## src/rtl/fetch_pkg.sv

```systemverilog
// Shared definitions for the instruction-fetch front end.
//
// Contents:
//   INSTR_W       - instruction width (always 32 bits)
//   PC_INC        - PC step between sequential instructions
//   fetch_entry_t - {pc, instr} prefetch entry at the default 32-bit PC width
//   cntWidth()    - width of a counter that must hold 0..depth inclusive
package fetch_pkg;

    localparam int INSTR_W    = 32;
    localparam int PC_INC     = 4;
    localparam int ENTRY_XLEN = 32;

    // A buffered fetch result at the default 32-bit PC width. The fetch unit
    // packs the same fields at its own XLEN; this type is the handy form for
    // code that works with 32-bit PCs.
    typedef struct packed {
        logic [ENTRY_XLEN-1:0] pc;
        logic [INSTR_W-1:0]    instr;
    } fetch_entry_t;

    // Counters that track occupancy need one extra bit so that a completely
    // full structure (count == depth) is representable.
    function automatic int cntWidth(input int depth);
        return $clog2(depth) + 1;
    endfunction

endpackage

```

## src/rtl/fetch_unit_if.sv

```systemverilog
// Bus bundles for the fetch unit.
//
// fetch_mem_if : instruction-memory request/response channel
//   req_valid/req_ready/req_addr   request handshake (fetch -> memory)
//   resp_valid/resp_data           in-order responses (memory -> fetch)
//   modport master = fetch side, modport slave = memory side
//
// fetch_dec_if : decode-facing channel
//   instr_valid/instr_ready/instr_data/instr_pc/instr_pc_plus4  buffer head
//   redirect_valid/redirect_target                             PC redirect
//   misaligned                                                 redirect alarm
//   modport master = fetch side, modport slave = decode side
interface fetch_mem_if import fetch_pkg::*; #(parameter int XLEN = 32);

    logic               req_valid;
    logic               req_ready;
    logic [XLEN-1:0]    req_addr;
    logic               resp_valid;
    logic [INSTR_W-1:0] resp_data;

    modport master (
        output req_valid, req_addr,
        input  req_ready, resp_valid, resp_data
    );

    modport slave (
        input  req_valid, req_addr,
        output req_ready, resp_valid, resp_data
    );

endinterface

interface fetch_dec_if import fetch_pkg::*; #(parameter int XLEN = 32);

    logic               instr_valid;
    logic               instr_ready;
    logic [INSTR_W-1:0] instr_data;
    logic [XLEN-1:0]    instr_pc;
    logic [XLEN-1:0]    instr_pc_plus4;
    logic               redirect_valid;
    logic [XLEN-1:0]    redirect_target;
    logic               misaligned;

    modport master (
        output instr_valid, instr_data, instr_pc, instr_pc_plus4, misaligned,
        input  instr_ready, redirect_valid, redirect_target
    );

    modport slave (
        input  instr_valid, instr_data, instr_pc, instr_pc_plus4, misaligned,
        output instr_ready, redirect_valid, redirect_target
    );

endinterface

```

## src/rtl/fetch_fifo.sv

```systemverilog
// Synchronous FIFO used as the fetch prefetch buffer.
//
// Ports:
//   clk, reset    clock and asynchronous active-high reset
//   push, wdata   write one entry (ignored when full)
//   pop           drop the head entry (ignored when empty)
//   flush         empty the FIFO; overrides push and pop in the same cycle
//   rdata         head entry, shown combinationally
//   count         number of valid entries (0..DEPTH)
//   full, empty   occupancy flags
module fetch_fifo
    import fetch_pkg::*;
#(
    parameter  int WIDTH = 64,
    parameter  int DEPTH = 4,
    localparam int CW    = cntWidth(DEPTH),
    localparam int AW    = $clog2(DEPTH)
) (
    input  logic             clk,
    input  logic             reset,
    input  logic             push,
    input  logic             pop,
    input  logic             flush,
    input  logic [WIDTH-1:0] wdata,
    output logic [WIDTH-1:0] rdata,
    output logic [CW-1:0]    count,
    output logic             full,
    output logic             empty
);

    localparam logic [CW-1:0] DEPTH_C = CW'(DEPTH);

    logic [WIDTH-1:0] storage [DEPTH];
    logic [AW-1:0]    wrPtr;
    logic [AW-1:0]    rdPtr;
    logic             doPush;
    logic             doPop;

    // Occupancy flags and the guarded push/pop strobes. DEPTH is a power of
    // two, so the pointers wrap for free at their natural width.
    always_comb begin
        full   = (count == DEPTH_C);
        empty  = (count == '0);
        doPush = push && !full;
        doPop  = pop && !empty;
        rdata  = storage[rdPtr];
    end

    // Entry storage carries no reset: a slot is only ever read after it has
    // been written, because count gates the head.
    always_ff @(posedge clk) begin
        if (doPush && !flush) begin
            storage[wrPtr] <= wdata;
        end
    end

    // Pointers and count. A flush wins over everything else so that a head
    // pop in the same cycle is simply absorbed by the clear.
    always_ff @(posedge clk or posedge reset) begin
        if (reset) begin
            wrPtr <= '0;
            rdPtr <= '0;
            count <= '0;
        end else if (flush) begin
            wrPtr <= '0;
            rdPtr <= '0;
            count <= '0;
        end else begin
            if (doPush) begin
                wrPtr <= wrPtr + AW'(1);
            end
            if (doPop) begin
                rdPtr <= rdPtr + AW'(1);
            end
            count <= count + CW'(doPush) - CW'(doPop);
        end
    end

endmodule

```

## src/rtl/fetch_unit.sv

```systemverilog
// Decoupled instruction-fetch stage.
//
// Issues word-aligned fetch requests to a variable-latency memory, tracks how
// many are in flight, buffers responses together with their PC in a prefetch
// FIFO and presents the head to decode with a valid/ready handshake.
// Redirects flush the buffer and discard every response that was still in
// flight at the redirect edge.
//
// Ports:
//   clk, reset  clock and asynchronous active-high reset
//   mem         fetch_mem_if.master : request/response channel to memory
//   dec         fetch_dec_if.master : head of buffer, redirect, misaligned flag
module fetch_unit
    import fetch_pkg::*;
#(
    parameter int              XLEN            = 32,
    parameter logic [XLEN-1:0] RESET_VECTOR    = '0,
    parameter int              FIFO_DEPTH      = 4,
    parameter int              MAX_OUTSTANDING = 2
) (
    input logic         clk,
    input logic         reset,
    fetch_mem_if.master mem,
    fetch_dec_if.master dec
);

    localparam int              CW        = cntWidth(FIFO_DEPTH);
    localparam int              EW        = XLEN + INSTR_W;
    localparam logic [CW-1:0]   MAX_OUT   = CW'(MAX_OUTSTANDING);
    localparam logic [CW:0]     DEPTH_LIM = (CW + 1)'(FIFO_DEPTH);
    localparam logic [XLEN-1:0] PC_STEP   = XLEN'(PC_INC);

    logic [XLEN-1:0] fetchPc;
    logic [XLEN-1:0] respPc;
    logic [XLEN-1:0] alignedTarget;
    logic [CW-1:0]   outstanding;
    logic [CW-1:0]   outstandingNext;
    logic [CW-1:0]   dropCnt;
    logic [CW-1:0]   fifoCount;
    logic [CW:0]     creditSum;
    logic            reqFire;
    logic            respKeep;
    logic            popFire;
    logic            fifoFull;
    logic            fifoEmpty;
    logic            misalignedQ;
    logic [EW-1:0]   pushData;
    logic [EW-1:0]   headData;

    // Request credit: a request may only go out if both the in-flight limit
    // and a reserved FIFO slot are available. Reserving the slot at issue
    // time is what lets responses arrive without any back-pressure.
    always_comb begin
        creditSum     = {1'b0, outstanding} + {1'b0, fifoCount};
        reqFire       = mem.req_valid && mem.req_ready;
        outstandingNext = outstanding + CW'(reqFire) - CW'(mem.resp_valid);
        alignedTarget = {dec.redirect_target[XLEN-1:2], 2'b00};
        // A response is kept only if it belongs to the current PC stream:
        // no pending drops and no redirect landing on this very edge. The
        // full check never fires thanks to the credit rule.
        respKeep      = mem.resp_valid && (dropCnt == '0) && !dec.redirect_valid && !fifoFull;
        popFire       = dec.instr_valid && dec.instr_ready;
        pushData      = {respPc, mem.resp_data};
    end

    assign mem.req_valid      = !reset && (outstanding < MAX_OUT) && (creditSum < DEPTH_LIM);
    assign mem.req_addr       = fetchPc;
    assign dec.instr_valid    = !fifoEmpty;
    assign dec.instr_pc       = headData[EW-1:INSTR_W];
    assign dec.instr_data     = headData[INSTR_W-1:0];
    assign dec.instr_pc_plus4 = headData[EW-1:INSTR_W] + PC_STEP;
    assign dec.misaligned     = misalignedQ;

    // PC, credit and drop bookkeeping. On a redirect every request still in
    // flight after this edge (including one accepted right now) belongs to
    // the old stream, so that many future responses are marked for discard.
    always_ff @(posedge clk or posedge reset) begin
        if (reset) begin
            fetchPc     <= RESET_VECTOR;
            respPc      <= RESET_VECTOR;
            outstanding <= '0;
            dropCnt     <= '0;
            misalignedQ <= 1'b0;
        end else begin
            outstanding <= outstandingNext;
            misalignedQ <= dec.redirect_valid && (dec.redirect_target[1:0] != 2'b00);
            if (dec.redirect_valid) begin
                fetchPc <= alignedTarget;
                respPc  <= alignedTarget;
                dropCnt <= outstandingNext;
            end else begin
                if (reqFire) begin
                    fetchPc <= fetchPc + PC_STEP;
                end
                if (respKeep) begin
                    respPc <= respPc + PC_STEP;
                end
                if (mem.resp_valid && (dropCnt != '0)) begin
                    dropCnt <= dropCnt - CW'(1);
                end
            end
        end
    end

    fetch_fifo #(
        .WIDTH (EW),
        .DEPTH (FIFO_DEPTH)
    ) u_fifo (
        .clk   (clk),
        .reset (reset),
        .push  (respKeep),
        .pop   (popFire),
        .flush (dec.redirect_valid),
        .wdata (pushData),
        .rdata (headData),
        .count (fifoCount),
        .full  (fifoFull),
        .empty (fifoEmpty)
    );

endmodule

```

## src/flat_wrapper.sv

```systemverilog
// flat-port wrapper written by rule: the top's interface ports become plain ports
module fetch_unit_flat import fetch_pkg::*;
#(
    parameter int              XLEN            = 32,
    parameter logic [XLEN-1:0] RESET_VECTOR    = '0,
    parameter int              FIFO_DEPTH      = 4,
    parameter int              MAX_OUTSTANDING = 2
)
  (clk, reset, mem_req_valid, mem_req_addr, mem_req_ready, mem_resp_valid, mem_resp_data, dec_instr_valid, dec_instr_data, dec_instr_pc, dec_instr_pc_plus4, dec_misaligned, dec_instr_ready, dec_redirect_valid, dec_redirect_target);
  fetch_mem_if #(.XLEN(XLEN)) mem_i ();
  fetch_dec_if #(.XLEN(XLEN)) dec_i ();
  input logic clk;
  input logic reset;
  output wire logic [$bits(mem_i.req_valid)-1:0] mem_req_valid;
  output wire logic [$bits(mem_i.req_addr)-1:0] mem_req_addr;
  input wire logic [$bits(mem_i.req_ready)-1:0] mem_req_ready;
  input wire logic [$bits(mem_i.resp_valid)-1:0] mem_resp_valid;
  input wire logic [$bits(mem_i.resp_data)-1:0] mem_resp_data;
  output wire logic [$bits(dec_i.instr_valid)-1:0] dec_instr_valid;
  output wire logic [$bits(dec_i.instr_data)-1:0] dec_instr_data;
  output wire logic [$bits(dec_i.instr_pc)-1:0] dec_instr_pc;
  output wire logic [$bits(dec_i.instr_pc_plus4)-1:0] dec_instr_pc_plus4;
  output wire logic [$bits(dec_i.misaligned)-1:0] dec_misaligned;
  input wire logic [$bits(dec_i.instr_ready)-1:0] dec_instr_ready;
  input wire logic [$bits(dec_i.redirect_valid)-1:0] dec_redirect_valid;
  input wire logic [$bits(dec_i.redirect_target)-1:0] dec_redirect_target;
  assign mem_req_valid = mem_i.req_valid;
  assign mem_req_addr = mem_i.req_addr;
  assign mem_i.req_ready = mem_req_ready;
  assign mem_i.resp_valid = mem_resp_valid;
  assign mem_i.resp_data = mem_resp_data;
  assign dec_instr_valid = dec_i.instr_valid;
  assign dec_instr_data = dec_i.instr_data;
  assign dec_instr_pc = dec_i.instr_pc;
  assign dec_instr_pc_plus4 = dec_i.instr_pc_plus4;
  assign dec_misaligned = dec_i.misaligned;
  assign dec_i.instr_ready = dec_instr_ready;
  assign dec_i.redirect_valid = dec_redirect_valid;
  assign dec_i.redirect_target = dec_redirect_target;
  fetch_unit #(.XLEN(XLEN), .RESET_VECTOR(RESET_VECTOR), .FIFO_DEPTH(FIFO_DEPTH), .MAX_OUTSTANDING(MAX_OUTSTANDING)) u_core (.clk(clk), .reset(reset), .mem(mem_i), .dec(dec_i));
endmodule
```

## config.mk

```make
export PLATFORM = sky130hd
export DESIGN_NAME = fetch_unit_flat
export DESIGN_NICKNAME = d
export VERILOG_FILES = /design/src/rtl/fetch_pkg.sv /design/src/rtl/fetch_unit_if.sv /design/src/rtl/fetch_fifo.sv /design/src/rtl/fetch_unit.sv /design/src/flat_wrapper.sv
export SDC_FILE = /design/constraint.sdc
export NUM_CORES = 1
export LEC_CHECK = 0
export ABC_AREA = 1
export CAP_MARGIN = 20
export CORE_MARGIN = 2
export CORE_UTILIZATION = 55
export CTS_BUF_LIST = sky130_fd_sc_hd__clkbuf_8
export DETAILED_ROUTE_END_ITERATION = 6
export PLACE_DENSITY = 0.88
export SLEW_MARGIN = 40
export SYNTH_ARGS = -nofsm -noshare
export SYNTH_HDL_FRONTEND = slang
export SYNTH_HIERARCHICAL = 1
export SYNTH_SLANG_ARGS = --single-unit
export TNS_END_PERCENT = 100
```

## constraint.sdc

```tcl
create_clock -name clk -period 11.95 [get_ports clk]
set_clock_uncertainty 0.2 [all_clocks]
set_input_delay 2.9875 -clock clk [delete_from_list [all_inputs] [get_ports clk]]
set_output_delay 2.9875 -clock clk [all_outputs]
set_load 0.02 [all_outputs]
```

==> results.json, run 1 <==
{
  "die_area_sq_um": 29380,
  "hold_path_class": "register to register",
  "numPortBuffers": 198,
  "cts_tree": "yes",
  "crit_arrival_ps": 4970,
  "synth_common_cells": "262 x nand2_1, 256 x edfxtp_1, 212 x nor2_1",
  "cp_common_cell": "inv_1",
  "finalCriticalPeriod_ps": 8162,
  "clk_pin_slew_ps": 60,
  "via_per_inst": 5.799,
  "post_cts_buffers": 0,
  "initial_core_util_pct": 55.64,
  "cap_violations": 0,
  "final_util_pct": 67.27,
  "fin_crit_sh_pct": 68.30,
  "final_hold_viol_count": 0,
  "cp_max_fo": 82,
  "rsz0062_at_grt": "no",
  "core-area_sq_um": 27710,
  "ys_types": 45,
  "die_y_microns": 171.4,
  "grt_antenna_before_repair": 1,
  "grt_pass1_wl_mm": 62.04,
  "drt_wl_total_mm": 40.61,
  "worst_ir_drop_vdd_mv": 0.09300,
  "yosysTopAreaCell": "edfxtp_1",
  "cts_resized": 0,
  "grt_usage_pct": 27.21,
  "cp.depth": 12,
  "drt-wirelength-per-cell_microns": 19.13,
  "yosysMostFrequentCell": "nand2_1",
  "cp_slowest_stage_delay_ps": 780,
  "drive_above_1_share_pct": 8.142,
  "avgSynthCellArea_sq_um": 10.32,
  "yosysSeqAreaShare_pct": 61.88,
  "hold_path_depth": 1,
  "p_leak_nw": 7.049,
  "critPathKind": "register to primary output",
  "worst-endpoint-required_ps": 8760,
  "fin_area_sq_um": 18640,
  "place_area_sq_um": 17630,
  "slew_headroom_pct": 42.57,
  "vias": 12310,
  "end_kind": "primary output",
  "ys_warn_count": 6,
  "synth_edf_count": 256,
  "clockBufferDepth": 3,
  "setup.worst_path.start_class": "register",
  "dr.pass1.iters": 6,
  "ant_nets": 0,
  "run_status": "finished clean",
  "drc": 0,
  "syn_to_final_growth_pct": 20.91,
  "place.gp.congestion": 0.9153,
  "cts_num_sinks": 330,
  "final_max_slew_viol_count": 0,
  "htreeDepth": 2,
  "row_count": 61,
  "path_buf_inv": 5,
  "dp.final_hpwl_mm": 26.10,
  "nets": 1790,
  "ios": 201,
  "setup_viol": 0,
  "grt_pass1_vias": 11700,
  "crit_path_top_delay_cell": "buf_4",
  "overflow": 0,
  "synth_top_flop_cell": "edfxtp_1",
  "synth_top_area_share_pct": 49.87,
  "root_buffer": "clkbuf_8",
  "die_w_microns": 171.4,
  "fin_tns_setup_ps": 0,
  "reg2reg_depth": 9,
  "tightest_slew_ps": 861.4,
  "grt_max_degree": 97,
  "syn_area_sq_um": 15410,
  "synth-seq-cells": 330,
  "path_cells": "inv_4 > buf_4 > nor2_1 > o22ai_1 > ha_1 > inv_1 > nor3_2 > nand3_1 > inv_1 > nand2_1 > xor2_1 > clkdlybuf4s50_1",
  "drt_iter0_drc": 1502,
  "async_flop_share_pct": 22.42,
  "cts_hold_buf": 0,
  "cts_inserted_buffers": 52,
  "powerDensity_nw_per_um2": 142.2,
  "timing.hold.ws_ps": 343.5,
  "fmax_mhz": 122.5,
  "crit_family": "buffers and inverters",
  "synth_area_leaders": "edfxtp_1 50%, dfrtp_1 12%, nand2_1 6.4%",
  "insertion_delay_ps": 580,
  "syn_inst": 1493
}
[per-layer routing]
metal | wire length (microns) | global-route usage [%]
met5 | 9 | 0
met4 | 1173 | 9.101
met3 | 4282 | 5.752
met2 | 18610 | 43.46
met1 | 16530 | 37.43
[sequential cells by signal (all words and copies together), names as in the netlist]
name,flops
u_core/dec.misaligned,1
u_core/u_fifo/count,3
u_core/respPc,30
u_core/mem.req_addr,30
u_core/outstanding,3
u_core/u_fifo/rdPtr,2
u_core/dropCnt,3
u_core/u_fifo/storage,256
u_core/u_fifo/wrPtr,2
[where the power goes]
part | switching [mW] | internal (mW)
Combinational | 0.209 | 0.143
Clock | 0.441 | 0.479
Sequential | 0.0732 | 1.30
Total | 0.724 | 1.93
[worst paths after layout]
| kind | start | endpoint | slack, ps |
|---|---|---|---|
| worst max-delay path | u_core/u_fifo/rdPtr[0] | dec_instr_pc_plus4[30] | 3790 |
| worst min-delay path | u_core/outstanding[0] | u_core/outstanding[0] | 340 |
| worst max register to register | u_core/u_fifo/count[1] | u_core/u_fifo/storage[3][61] | 8460 |
| worst min register to register | u_core/outstanding[0] | u_core/outstanding[0] | 340 |
| max in group asynchronous | reset | u_core/respPc[31] | 8320 |
| min in group asynchronous | reset | u_core/u_fifo/count[2] | 2520 |
[worst reg2reg max path: cells and delay by family, from the launching register on]
family	cells	cell delay, ps
buffers and inverters	3	1080
flip-flops	1	450
AND/OR/NAND/NOR	6	1300
[final cells by class]
type                    instances  area [sq um]
clock buffers                  56         770.7
fillers                      1979          9067
flip-flops and latches        330          9544
clock inverters                40         229.0
well taps                     378         473.0
multi-input cells            1000          5122
diodes                          1         2.502
inverters                     110         416.7
repair buffers                208          2079
[cell usage in the layout (no fill, tap or decap), types with 37 or more instances in the layout]
master | synthesis | final
clkdlybuf4s50_1 | 0 | 198
dfrtp_1 | 74 | 72
xor2_1 | 37 | 37
nand2_1 | 262 | 262
o22ai_1 | 64 | 64
o21ai_0 | 99 | 99
nor2_1 | 212 | 208
clkbuf_8 | 0 | 56
o21ai_1 | 57 | 57
inv_1 | 100 | 111
edfxtp_1 | 256 | 256
nand3_1 | 96 | 96
[cell families after synthesis]
group                      count (synthesis)  synth area share (%)
DFF                                      330                 61.88
xor gates and xnor gates                  54                 3.068
other                                      1               0.02433
adders and majority gates                 18                 1.558
and+or+nand+nor                          668                 19.26
AOI/OAI and AO/OA                        250                 8.904
buffers and inverters                    172                 5.300
[stage by stage]
stage                     power, mW  instances  setup slack [ps]
after floorplan               1.590       1502              4794
after global placement        1.725       2026              4205
after detailed placement      1.744       2026              4206
after CTS                     2.657       2122              3821
after global routing          2.753       2122              3482
final                         2.649       2123              3788
No activity file was read; power rests on OpenSTA's default activity.
==> inputs of run 2 (changes only) <==
- CORE_UTILIZATION: 55 -> 52
- PLACE_DENSITY: 0.88 -> 0.87
- clock period: 11.95 -> 6.7 ns (I/O delays scaled with it)
==> run 2 against run 1 <==
Combinational power grew 76%; non-clock buffer count grew 7; register-to-register slack lost 5300 ps; critical path type unchanged; largest power group unchanged; highest routed layer unchanged.
==> results.json, run 2 (same netlist as run 1, synthesis figures left out) <==
{
  "root_buffer": "clkbuf_8",
  "ant_nets": 0,
  "drc": 0,
  "powerDensity_nw_per_um2": 255.8,
  "core-area_sq_um": 29400,
  "cts_tree": "yes",
  "p_leak_nw": 7.062,
  "post_cts_buffers": 0,
  "run_status": "finished clean",
  "crit_family": "buffers and inverters",
  "place_area_sq_um": 17690,
  "cap_violations": 0,
  "rrSetupSlack_ps": 3180,
  "cts_num_sinks": 330,
  "fin_tns_setup_ps": 0,
  "path_cells": "buf_4 > o21ai_0 > o22ai_1 > inv_1 > nor3_1 > nand2_1 > nor2_1 > xor2_1 > clkdlybuf4s50_1",
  "htreeDepth": 2,
  "dr.pass1.iters": 7,
  "vias": 12200,
  "end_kind": "primary output",
  "drt-wirelength-per-cell_microns": 19.09,
  "rr_startpoint": "u_core/u_fifo/count[1]",
  "hold_path_depth": 1,
  "fin_area_sq_um": 18720,
  "final_common_cell": "nand2_1",
  "top_register": "u_core/u_fifo/storage",
  "final_cells": 2135,
  "largest_register_ffs": 256,
  "drt_wl_total_mm": 40.76,
  "crit_arrival_ps": 4320,
  "cp_slowest_stage_delay_ps": 700,
  "dp.final_hpwl_mm": 26.99,
  "numPortBuffers": 198,
  "crit_path_end": "dec_instr_pc_plus4[12]",
  "insertion_delay_ps": 560,
  "setup_viol": 0,
  "overflow": 0,
  "nets": 1795,
  "fmax_mhz": 161.5,
  "cp_max_fo": 81,
  "worst_ir_drop_vdd_mv": 0.1766,
  "die_y_microns": 176.2,
  "die_area_sq_um": 31040,
  "hold_path_class": "register to register",
  "cts_hold_buf": 0,
  "slew_headroom_pct": 44.35,
  "startpoint": "u_core/u_fifo/rdPtr[0]",
  "final_cell_mix": "262 x nand2_1, 256 x edfxtp_1, 208 x nor2_1, 198 x clkdlybuf4s50_1, 105 x inv_1",
  "multi_input_area_sq_um": 5122,
  "reg2reg_depth": 9,
  "worst-endpoint-required_ps": 4830,
  "grt_max_degree": 82,
  "cp.depth": 9,
  "seqCellArea_sq_um": 9544,
  "setup.worst_path.start_class": "register",
  "grt_antenna_before_repair": 1,
  "via_per_inst": 5.715,
  "cts_resized": 0,
  "dp.cells": 2045,
  "ios": 201,
  "final_max_slew_viol_count": 0,
  "final_hold_viol_count": 0,
  "crit_path_top_delay_cell": "o22ai_1",
  "clk_pin_slew_ps": 60,
  "place.gp.congestion": 0.9344,
  "clockBufferDepth": 3,
  "syn_to_final_growth_pct": 21.42,
  "path_buf_inv": 3,
  "grt_pass1_wl_mm": 62.62,
  "drt_iter0_drc": 1385,
  "die_w_microns": 176.2,
  "rsz0062_at_grt": "no",
  "tightest_slew_ps": 834.7,
  "timing.hold.ws_ps": 364.5,
  "initial_core_util_pct": 52.43,
  "row_count": 63,
  "fill_cells": 2203,
  "grt_usage_pct": 25.92,
  "r2r_end": "u_core/u_fifo/storage[2][12]",
  "critPathKind": "register to primary output",
  "drive_above_1_share_pct": 8.658,
  "finalCriticalPeriod_ps": 6192,
  "grt_pass1_vias": 11580,
  "fin_crit_sh_pct": 92.41,
  "cts_inserted_buffers": 50,
  "power.total_mw": 4.788
}
==> run 2: power breakdown <==
group,internal (mW),leakage (nW),switching [mW]
clock,0.922,0.546,0.786
combinational,0.254,3.31,0.368
sequential,2.33,3.21,0.133
total,3.50,7.06,1.29
==> run 2: worst min-delay path by stage <==
stage	startpoint	slack, ps	to
2_1_floorplan	u_core/respPc[5]	300	u_core/u_fifo/storage[0][37]
3_3_place_gp	u_core/outstanding[0]	330	u_core/outstanding[0]
5_1_grt	u_core/outstanding[0]	400	u_core/outstanding[0]
6_report	u_core/outstanding[0]	360	u_core/outstanding[0]
3_5_place_dp	u_core/outstanding[0]	340	u_core/outstanding[0]
4_1_cts	u_core/outstanding[0]	360	u_core/outstanding[0]
==> run 2: final cells by class <==
class                   count  share of cell area [%]
clock buffers              52                   3.824
multi-input cells        1000                   27.37
repair buffers            215                   11.33
diodes                      1                 0.01337
inverters                 110                   2.226
flip-flops and latches    330                   50.99
well taps                 390                   2.607
clock inverters            37                   1.638
==> run 2: layer usage <==
| metal | vias up | global-route usage [%] | routed length, microns |
|---|---|---|---|
| met5 | - | 0 | 13 |
| met4 | 2 | 6.956 | 748 |
| met3 | 60 | 5.556 | 4514 |
| met2 | 721 | 41.50 | 18970 |
| met1 | 5821 | 36.20 | 16510 |
| li1 | 5597 | - | - |
==> run 2: metrics by stage <==
step / setup slack (ps) / util [%]
6_report: 508.2 / 63.66
5_1_grt: 297.2 / 63.65
4_1_cts: 510.1 / 63.64
3_5_place_dp: 1219 / 60.16
3_3_place_gp: 1264 / 60.13
2_1_floorplan: 856.4 / -
